$ cat src/rtl/pcr_req_arbiter_pkg.sv
// Shared types for the PCR request arbiter: request payload, FSM states, widths.
package pcr_req_arbiter_pkg;

    localparam int unsigned PCR_ADDR_W = 12;
    localparam int unsigned PCR_DATA_W = 64;
    localparam int unsigned PCR_WE_W   = 3;

    typedef struct packed {
        logic [PCR_ADDR_W-1:0] addr;
        logic [PCR_DATA_W-1:0] data;
        logic [PCR_WE_W-1:0]   we;
    } pcr_req_t;

    typedef enum logic [1:0] {
        IDLE      = 2'd0,
        ISSUE     = 2'd1,
        WAIT_RESP = 2'd2
    } pcr_arb_state_t;

endpackage

$ cat src/rtl/pcr_req_arbiter_rr_arb2.sv
// Two-input round-robin grant; rr selects the winner only when both request.
module pcr_rr_arb2 (
    input  logic csr_valid,
    input  logic dbg_valid,
    input  logic rr,
    output logic csr_gnt,
    output logic dbg_gnt
);

    always_comb begin
        csr_gnt = csr_valid && (!dbg_valid || !rr);
        dbg_gnt = dbg_valid && (!csr_valid ||  rr);
    end

endmodule

$ cat src/rtl/pcr_req_arbiter.sv
// Arbitrates the single PCR port between CSR and debug requesters, one transaction
// outstanding, with a watchdog that turns lost responses into error completions.
module pcr_req_arbiter
    import pcr_req_arbiter_pkg::*;
#(
    parameter int unsigned TIMEOUT_CYCLES = 1024,
    parameter int unsigned CNT_W          = $clog2(TIMEOUT_CYCLES)
) (
    input  logic                  clk_i,
    input  logic                  rstn_i,
    input  logic                  core_id_i,

    input  logic                  csr_req_valid_i,
    input  logic [PCR_ADDR_W-1:0] csr_req_addr_i,
    input  logic [PCR_DATA_W-1:0] csr_req_data_i,
    input  logic [PCR_WE_W-1:0]   csr_req_we_i,
    output logic                  csr_req_ready_o,
    output logic                  csr_resp_valid_o,
    output logic [PCR_DATA_W-1:0] csr_resp_data_o,
    output logic                  csr_resp_err_o,

    input  logic                  dbg_req_valid_i,
    input  logic [PCR_ADDR_W-1:0] dbg_req_addr_i,
    input  logic [PCR_DATA_W-1:0] dbg_req_data_i,
    input  logic [PCR_WE_W-1:0]   dbg_req_we_i,
    output logic                  dbg_req_ready_o,
    output logic                  dbg_resp_valid_o,
    output logic [PCR_DATA_W-1:0] dbg_resp_data_o,
    output logic                  dbg_resp_err_o,

    output logic                  pcr_req_valid_o,
    output logic [PCR_ADDR_W-1:0] pcr_req_addr_o,
    output logic [PCR_DATA_W-1:0] pcr_req_data_o,
    output logic [PCR_WE_W-1:0]   pcr_req_we_o,
    output logic                  pcr_req_core_id_o,
    input  logic                  pcr_req_ready_i,
    input  logic                  pcr_resp_valid_i,
    input  logic [PCR_DATA_W-1:0] pcr_resp_data_i,
    input  logic                  pcr_resp_core_id_i,

    output logic                  busy_o
);

    localparam logic [CNT_W-1:0] CNT_LAST = CNT_W'(TIMEOUT_CYCLES - 1);

    pcr_arb_state_t        state_q, state_d;
    pcr_req_t              req_q, grant_req;
    logic                  rr_q;
    logic                  owner_q;          // 0 = CSR, 1 = debug
    logic [CNT_W-1:0]      cnt_q;
    logic                  csr_resp_valid_q, dbg_resp_valid_q, resp_err_q;
    logic [PCR_DATA_W-1:0] resp_data_q;

    logic csr_gnt, dbg_gnt, grant, match, timeout, complete;

    pcr_rr_arb2 u_rr_arb (
        .csr_valid (csr_req_valid_i),
        .dbg_valid (dbg_req_valid_i),
        .rr        (rr_q),
        .csr_gnt   (csr_gnt),
        .dbg_gnt   (dbg_gnt)
    );

    always_comb begin
        state_d   = state_q;
        grant     = (state_q == IDLE) && (csr_gnt || dbg_gnt);
        match     = pcr_resp_valid_i && (pcr_resp_core_id_i == core_id_i);
        timeout   = (state_q != IDLE) && (cnt_q == CNT_LAST);
        complete  = timeout || ((state_q == WAIT_RESP) && match);
        grant_req = dbg_gnt ? pcr_req_t'{addr: dbg_req_addr_i, data: dbg_req_data_i, we: dbg_req_we_i}
                            : pcr_req_t'{addr: csr_req_addr_i, data: csr_req_data_i, we: csr_req_we_i};
        unique case (state_q)
            IDLE:      if (grant) state_d = ISSUE;
            ISSUE:     if (timeout) state_d = IDLE;
                       else if (pcr_req_ready_i) state_d = WAIT_RESP;
            WAIT_RESP: if (complete) state_d = IDLE;
            default:   state_d = IDLE;
        endcase
    end

    always_ff @(posedge clk_i or negedge rstn_i) begin
        if (!rstn_i) begin
            state_q          <= IDLE;
            req_q            <= '0;
            rr_q             <= 1'b0;
            owner_q          <= 1'b0;
            cnt_q            <= '0;
            csr_resp_valid_q <= 1'b0;
            dbg_resp_valid_q <= 1'b0;
            resp_err_q       <= 1'b0;
            resp_data_q      <= '0;
        end else begin
            state_q          <= state_d;
            csr_resp_valid_q <= complete && !owner_q;
            dbg_resp_valid_q <= complete &&  owner_q;
            if (grant) begin
                req_q   <= grant_req;
                owner_q <= dbg_gnt;
                cnt_q   <= '0;
            end else if (state_q != IDLE) begin
                cnt_q   <= cnt_q + CNT_W'(1);
            end
            // Pointer always moves to the non-owner, so a single active requester
            // never starves the other once it starts requesting.
            if (complete) begin
                resp_data_q <= timeout ? '0 : pcr_resp_data_i;
                resp_err_q  <= timeout;
                rr_q        <= ~owner_q;
            end
        end
    end

    // Ready is gated by reset so it reads 0 while reset is held.
    assign csr_req_ready_o   = rstn_i && (state_q == IDLE) && csr_gnt;
    assign dbg_req_ready_o   = rstn_i && (state_q == IDLE) && dbg_gnt;

    assign csr_resp_valid_o  = csr_resp_valid_q;
    assign csr_resp_data_o   = csr_resp_valid_q ? resp_data_q : '0;
    assign csr_resp_err_o    = csr_resp_valid_q && resp_err_q;
    assign dbg_resp_valid_o  = dbg_resp_valid_q;
    assign dbg_resp_data_o   = dbg_resp_valid_q ? resp_data_q : '0;
    assign dbg_resp_err_o    = dbg_resp_valid_q && resp_err_q;

    assign pcr_req_valid_o   = (state_q == ISSUE) && !timeout;
    assign pcr_req_addr_o    = req_q.addr;
    assign pcr_req_data_o    = req_q.data;
    assign pcr_req_we_o      = req_q.we;
    assign pcr_req_core_id_o = core_id_i;

    assign busy_o            = (state_q != IDLE);

endmodule

$ cat config.mk
export PLATFORM = sky130hd
export DESIGN_NAME = pcr_req_arbiter
export DESIGN_NICKNAME = d
export VERILOG_FILES = /design/src/rtl/pcr_req_arbiter_pkg.sv /design/src/rtl/pcr_req_arbiter_rr_arb2.sv /design/src/rtl/pcr_req_arbiter.sv
export SDC_FILE = /design/constraint.sdc
export NUM_CORES = 1
export LEC_CHECK = 0
export BUFFER_PORTS_ARGS = -buffer_cell sky130_fd_sc_hd__buf_4
export CAP_MARGIN = 20
export CORE_AREA = 2 2 175 177
export DETAILED_ROUTE_END_ITERATION = 8
export DIE_AREA = 0 0 177 179
export GPL_TIMING_DRIVEN = 1
export MAX_ROUTING_LAYER = met4
export SLEW_MARGIN = 10
export SYNTH_ARGS = -nofsm -noshare
export SYNTH_HDL_FRONTEND = slang
export SYNTH_HIERARCHICAL = 1
export SYNTH_SLANG_ARGS = --single-unit
$ cat constraint.sdc
create_clock -name clk_i -period 1.8 [get_ports clk_i]
set_input_delay 0.36 -clock clk_i [delete_from_list [all_inputs] [get_ports clk_i]]
set_output_delay 0.36 -clock clk_i [all_outputs]
set_load 0.01 [all_outputs]
==> results of run 1 <==
## layout make-up
| type | instances | area, sq um | share of cell area [%] |
|---|---|---|---|
| timing repair buffer | 501 | 4449 | 32.65 |
| multi-input combinational | 624 | 4071 | 29.88 |
| sequential | 160 | 4013 | 29.45 |
| tap | 396 | 495.5 | 3.636 |
| clock buffer | 20 | 456.7 | 3.352 |
| clock inverter | 12 | 123.9 | 0.9091 |
| inverter | 3 | 16.27 | 0.1194 |
## cells in the final DEF (no fill, tap or decap), types with 2 or more instances in the layout
cell type / count
nand2_1: 7
clkbuf_8: 2
nor2_4: 3
inv_8: 2
inv_6: 3
o21ai_1: 21
and2_1: 65
clkbuf_16: 19
clkinv_2: 2
buf_16: 5
nand3_1: 71
o21ai_0: 212
buf_4: 398
buf_12: 22
and3_4: 2
clkinv_4: 5
and2_4: 67
nand4_1: 3
dfrtp_2: 4
buf_6: 74
mux2i_1: 86
a21oi_1: 65
and4_4: 2
a21boi_4: 2
inv_1: 2
dfrtp_1: 155
## flip-flops by register name (all words and copies together), names as in the netlist
signal,count
state_q,2
resp_data_q,64
cnt_q,10
csr_resp_valid_o,1
owner_q,1
pcr_req_data_o,64
resp_err_q,1
dbg_resp_valid_o,1
rr_q,1
pcr_req_addr_o,12
pcr_req_we_o,3
## layer usage
metal / part of all wire, % / global-route usage, % / vias up
met3: 6.4 / 3.732 / 42
met5: 0 / - / -
met1: 41 / 23.94 / 4034
li1: - / - / 3934
met4: 3.0 / 7.404 / 0
met2: 50 / 32.04 / 347
## worst register-to-register path, stage by stage (launching register included)
cell     delay, ns
dfrtp_2       0.44
buf_6         0.14
nor2_4        0.16
buf_6         0.14
inv_6         0.04
buf_4         0.18
buf_12        0.18
o21ai_0       0.21
o21ai_0       0.10
## cells in the mapped netlist, drive strengths merged
cell / instances / area share, %
o211a: 1 / 0.21
and3: 3 / 0.23
dfrtp: 160 / 49
nor2: 4 / 0.36
and2: 132 / 10
nand4: 3 / 0.23
nand2: 7 / 0.32
a22o: 1 / 0.11
a211o: 1 / 0.11
clkbuf: 50 / 2.3
or3: 1 / 0.076
and3b: 2 / 0.21
mux2i: 86 / 10
nand3b: 1 / 0.091
nand3: 71 / 4.3
xor2: 1 / 0.11
inv: 2 / 0.091
a21oi: 65 / 3.9
o31ai: 1 / 0.26
buf: 36 / 2.6
clkinv: 1 / 0.046
ha: 1 / 0.15
o21ai: 234 / 14
and4: 2 / 0.24
xnor2: 1 / 0.11
o211ai: 2 / 0.24
a21boi: 2 / 0.18
a21o: 1 / 0.091
o21a: 1 / 0.091
## kinds of logic after synthesis
family / Yosys count
AOI/OAI and AO/OA: 309
xor gates and xnor gates: 2
adders and majority gates: 1
buffers and inverters: 89
DFF: 160
muxes: 86
and+or+nand+nor: 226
## metrics by stage
step / cell area [sq um] / instances / util [%] / TNS, ns
final: 13630 / 1716 / 45.38 / -5.022
after global routing: 13630 / 1716 / 45.38 / -8.018
after CTS: 13410 / 1710 / 44.65 / -6.359
after detailed placement: 12160 / 1656 / 40.50 / 0
after global placement: 12160 / 1656 / 40.50 / 0
after floorplan: 8237 / 873 / - / 0
## where the power goes
| group | switching [mW] | internal, mW |
|---|---|---|
| sequential | 1.08 | 5.22 |
| combinational | 3.86 | 3.57 |
| clock | 1.64 | 2.01 |
## worst max-delay path by stage
stage	start	endpoint	slack [ns]	cells after the start
after CTS	rr_q	dbg_req_ready_o	-0.14	4
after floorplan	cnt_q[0]	pcr_req_valid_o	0.05	6
after global routing	dbg_resp_valid_o	dbg_resp_data_o[60]	-0.16	4
after global placement	csr_req_valid_i	pcr_req_data_o[24]	0.08	6
final	dbg_resp_valid_o	dbg_resp_data_o[13]	-0.12	4
after detailed placement	csr_req_valid_i	pcr_req_data_o[24]	0.06	6
## what timing repair did
| item | CTS | global route |
|---|---|---|
| cloned | 4 | 2 |
| resized for setup | 119 | 54 |
| buffers inserted | 18 | 4 |
| setup endpoints to repair | 70 | 90 |
| hold buffers | 0 | 0 |
| pin swaps | 5 | 7 |
==> metrics.md, run 1 <==
| Metric | Value |
|---|---|
| Setup Skew | approximately 0.013 ns |
| Top Ports | 446 |
| Nets | approximately 1500 |
| Crit path DAT | 1.56 ns |
| Main combinational cell family by area after synthesis | compound AO/OA/AOI/OAI gates |
| Root Driver | clkbuf_16 |
| CP Class | register to output pin |
| Fmax achieved | 0.5213 GHz |
| RSZ-0062 raised after global routing | true |
| Buffers & Inverters on Critical Path | 3 |
| Critical-path cell list | buf_12 -> clkbuf_16 -> and2_4 -> buf_6 |
| Max-Cap Viols | 0 |
| Row count | 64 |
| Worst reg2reg path depth | 8 |
| Synth Register Bits | 160 |
| Die H | 179 um |
| Number of routed nets with antenna violations | 0 |
| Inserted Clock Buffers | 17 |
| TritonRoute pass-1 iters | 4 |
| Reg2reg start | state_q[1] |
| Slew Viols, Final | 0 |
| Post-synthesis instance area | roughly 8000 sq um |
| Slowest-stage cell, CP | dfrtp_4 |
| IO buf count | around 450 |
| Sink Count | 160 |
| First-pass GRT wire length | 46.20 mm |
| Overall Power | 17.38 mW |
| Overall global routing resource usage | around a fifth |
| Failing checks | negative hold slack, negative setup slack |
| Netlist cell types | 38 |
| Post-synthesis cell count | 873 |
| Full die area | about 32000 sq um |
| Synth Area in Simple Gates | between 10% and 20% |
| Reg2reg end | pcr_req_data_o[50] |
| R2R Setup Slk | ~0.10 ns |
| Number of global-route vias before repair | between 8000 and 9000 |
| Final setup vio count | 69 |
| Peak supply drop | about 0.65 mV |
| CTS clock-pin slew for the worst setup and hold paths | approximately 0.07 ns |
| Relative slew slack | 50.32% |
| Proportion of synthesized area in mux cells | 10.45% |
| # fillers | around 2900 |
| Outcome | finished, violations left |
| # H-tree levels | 4 |
| Worst Slack Setup Final | -0.1184 ns |
| Share of cells above drive strength 1 | approximately 47% |
| Final period util | 106.6% |
| Post-synthesis sequential area ratio | roughly half |
| GPL Wtd Cong | 0.7983 |
| Initial Util | between 20% and 30% |
| Top delay family on crit path | flip-flops |
| Post-Synthesis Mean Instance Area | between 9 and 10 sq um |
| Crit path max fanout | 8 |
| Synth Warn # | 6 |
| Adder-Cell Fraction of Synth Area | less than 1% |
| Core footprint | between 30000 and 40000 sq um |
| Pin count of the biggest net entering global routing | ~110 |
| Final Critical Period | around 1.9 ns |
| Ant diodes | 0 |
| DP HPWL | 21.10 mm |
| PwrDens | 1276 nW/um^2 |
| Mapped Nets | around 1100 |
| Clk_lat worst skew | approximately 0.43 ns |
| Remaining Overflow, GRT | 0 |
| Initial antenna violation count | 0 |
| CTS max path bufs | 2 |
| Largest stage delay on the critical path | between 0.5 and 0.6 ns |
| Violation count after the first detailed-routing iteration | ~480 |
| Critical path endpoint category | output pin |
| Hold WC Path Type | input pin to asynchronous set/reset pin |
| Hold Fails Final Rpt | 3 |
| Routed WL per cell | ~19 um |
| Slew @ Worst Pin | between 0.7 and 0.8 ns |
| Area grow syn2layout | 65.43% |
| Required time of the critical path | around 1.4 ns |
| Leak | around 6.5 nW |
| XOR/XNOR Fraction of Synth Area | less than 1% |
| Worst hold slack | -0.01006 ns |
| Crit start category | register |
| Post-Route WL | roughly 32 mm |
| Vias/cell | about 5 |
| CTS tree | built |
| Residual DRC | 0 |
| Pre-CTS WS | approximately 0.059 ns |
| Chip width | between 150 and 200 um |
| Compound-cell area share of the yosys netlist | just under 20% |
| Vias | approximately 8400 |
(Power assumes the default switching activity.)
==> run 2: changes to the inputs <==
--- a/config.mk
+++ b/config.mk
@@ -8,10 +8,13 @@
 export BUFFER_PORTS_ARGS = -buffer_cell sky130_fd_sc_hd__buf_4
 export CAP_MARGIN = 20
 export CORE_AREA = 2 2 175 177
+export CTS_CLUSTER_SIZE = 12
 export DETAILED_ROUTE_END_ITERATION = 8
 export DIE_AREA = 0 0 177 179
 export GPL_TIMING_DRIVEN = 1
 export MAX_ROUTING_LAYER = met4
+export REMOVE_ABC_BUFFERS = 1
+export SKIP_CTS_REPAIR_TIMING = 1
 export SLEW_MARGIN = 10
 export SYNTH_ARGS = -nofsm -noshare
 export SYNTH_HDL_FRONTEND = slang
==> run 2 against run 1 <==
Effect of this change:
- clock skew is 0.0040 ns lower
- core utilization is 1.9 points lower
- the run still ends with negative hold slack, negative setup slack left
- design area is 4.2% lower
- die area stayed put
- combinational power is 4.0% lower
- sequential power hardly changed
- register-to-register slack better by 0.03 ns
- critical path depth is 1 higher
- sequential share of layout area is 1.2 points higher
- flip-flop and latch count stayed put
- highest routed layer unchanged
- routed wire length is 3.8% lower
- critical path type unchanged
==> metrics.md, run 2 (same netlist as run 1, synthesis figures left out) <==
| Metric | Value |
|---|---|
| Core footprint | 30030 sq um (unchanged) |
| Hold Fails Final Rpt | 17 (was 3) |
| RSZ-0062 raised after global routing | true (unchanged) |
| Finished Cell Area | 13060 sq um (was 13630 sq um) |
| Max-Cap Viols | 0 (unchanged) |
| IO buf count | 445 (unchanged) |
| Final Critical Period | 1.896 ns (was 1.918 ns) |
| Fmax achieved | 0.5274 GHz (was 0.5213 GHz) |
| Overall global routing resource usage | 18.86% (was 19.55%) |
| PwrDens | 1314 nW/um^2 (was 1276 nW/um^2) |
| Slew Viols, Final | 0 (unchanged) |
| GPL Wtd Cong | 0.7604 (was 0.7983) |
| Critical path endpoint category | output pin (unchanged) |
| Residual DRC | 0 (unchanged) |
| Chip width | 177 um (unchanged) |
| # H-tree levels | 4 (unchanged) |
| Final setup vio count | 3 (was 69) |
| First-pass GRT wire length | 44.66 mm (was 46.20 mm) |
| CTS clock-pin slew for the worst setup and hold paths | 0.07 ns (about the same) |
| Number of global-route vias before repair | 7761 (was 8004) |
| Inserted Clock Buffers | 17 (unchanged) |
| Initial antenna violation count | 0 (unchanged) |
| Met2 Use GR | 31.32% (was 32.04%) |
| Die H | 179 um (unchanged) |
| Outcome | finished, violations left (unchanged) |
| Area grow syn2layout | 58.56% (was 65.43%) |
| # fillers | 2984 (was 2943) |
| CP Class | register to output pin (unchanged) |
| Failing checks | negative hold slack, negative setup slack (unchanged) |
| CTS tree | built (unchanged) |
| Slew @ Worst Pin | 0.8531 ns (was 0.7452 ns) |
| Pin count of the biggest net entering global routing | 97 (was 105) |
| Worst Slack Setup Final | -0.09619 ns (was -0.1184 ns) |
| Sink Count | 160 (unchanged) |
| Placed Instance Area | 12240 sq um (was 12160 sq um) |
| Reg2reg start | rr_q (was state_q[1]) |
| Vias/cell | 4.761 (was 4.870) |
| Number of routed nets with antenna violations | 0 (unchanged) |
| Crit start category | register (unchanged) |
| R2R Setup Slk | 0.13 ns (was 0.10 ns) |
| Relative slew slack | 43.12% (was 50.32%) |
| Hold WC Path Type | input pin to asynchronous set/reset pin (unchanged) |
| Combinational share of power | 41.6% (was 42.7%) |
| TNS Setup | -0.2828 ns (was -5.022 ns) |
| Worst hold slack | -0.03158 ns (was -0.01006 ns) |
| Ant diodes | 0 (unchanged) |
| Leak | 6.324 nW (was 6.513 nW) |
| Routing usage on met3 | 4.538% (was 3.732%) |
| Row count | 64 (unchanged) |
| Crit path max fanout | 5 (was 8) |
| Initial Util | 27.43% (unchanged) |
| Vias | 8174 (was 8357) |
| Violation count after the first detailed-routing iteration | 448 (was 475) |
| Most frequent cells in the layout | buf_4, o21ai_0, dfrtp_1 (unchanged) |
| Nets | 1542 (was 1538) |
| Met1 Usage GRT | 22.89% (was 23.94%) |
| Post-Route WL | 30.73 mm (was 31.95 mm) |
| TritonRoute pass-1 iters | 5 (was 4) |
| Routed WL per cell | 17.90 um (was 18.62 um) |
| GRT busiest layer | met2 (unchanged) |
| Required time of the critical path | 1.44 ns (about the same) |
| Peak supply drop | 0.7373 mV (was 0.6502 mV) |
| Share of cells above drive strength 1 | 42.01% (was 47.12%) |
| Pre-CTS WS | 0.1204 ns (was 0.05944 ns) |
| Crit path DAT | 1.54 ns (was 1.56 ns) |
| Root Driver | clkbuf_16 (unchanged) |
| Commonest non-fill, non-tap cell in the layout | buf_4 (unchanged) |
| Net Sw Frac | 36.99% (was 37.86%) |
| Worst reg2reg path depth | 7 (was 8) |
| Sequential share of power | 36.7% (was 36.3%) |
| Setup Skew | 0.009295 ns (was 0.01332 ns) |
| CTS max path bufs | 2 (unchanged) |
| Int Pwr | 10.81 mW (was 10.80 mW) |
| Reg2reg end | pcr_req_data_o[20] (was pcr_req_data_o[50]) |
| Net Sw Power | 6.347 mW (was 6.580 mW) |
| Remaining Overflow, GRT | 0 (unchanged) |
| Clk_lat worst skew | 0.43 ns (about the same) |
| Full die area | 31680 sq um (unchanged) |
| Overall Power | 17.16 mW (was 17.38 mW) |
| Clock Power Share | 21.7% (was 21.0%) |
| Top Ports | 446 (unchanged) |
| Final period util | 105.3% (was 106.6%) |
| DP HPWL | 22.52 mm (was 21.10 mm) |
run 2: worst max-delay path by stage:
stage                          to  depth (start not counted)            start
6_report          csr_req_ready_o                          5       state_q[1]
5_1_grt           csr_req_ready_o                          5       state_q[1]
4_1_cts           pcr_req_valid_o                          4       state_q[0]
3_5_place_dp   pcr_req_data_o[20]                          6  csr_req_valid_i
3_3_place_gp      dbg_req_ready_o                          5  csr_req_valid_i
2_1_floorplan   pcr_req_addr_o[0]                          3  dbg_req_valid_i
run 2: cell type report:
cell class,count,area (sq um),area share (%)
clock buffer,19,442.9,3.391
clock inverter,10,138.9,1.063
inverter,3,18.77,0.1437
multi-input combinational,624,3896,29.83
sequential,160,4008,30.69
tap,396,495.5,3.794
timing repair buffer,505,4060,31.09
run 2: stage by stage:
stage / instances / util [%]
floorplan: 787 / -
global placement: 1670 / 40.76
detailed placement: 1670 / 40.76
CTS: 1699 / 42.70
global route: 1717 / 43.49
finish: 1717 / 43.49
run 2: power by group through the flow:
stage / clock network, mW / registers [mW] / logic [mW]
finish: 3.72 / 6.30 / 7.13
detailed placement: 0 / 6.39 / 6.86
CTS: 3.85 / 6.33 / 6.87
global placement: 0 / 6.30 / 6.78
floorplan: 0 / 6.42 / 2.87
global route: 3.98 / 6.53 / 7.89
run 2: critical path, stage by stage (launching register included):
cell	delay (ns)
dfrtp_2	0.44
buf_6	0.13
nor2_4	0.14
buf_6	0.14
and3_4	0.17
buf_6	0.09
run 2: routing by layer:
metal  wire (um)  share of wire, %
met1       12430                40
met3        2224               7.2
met4         523               1.7
met2       15550                51
met5           0                 0
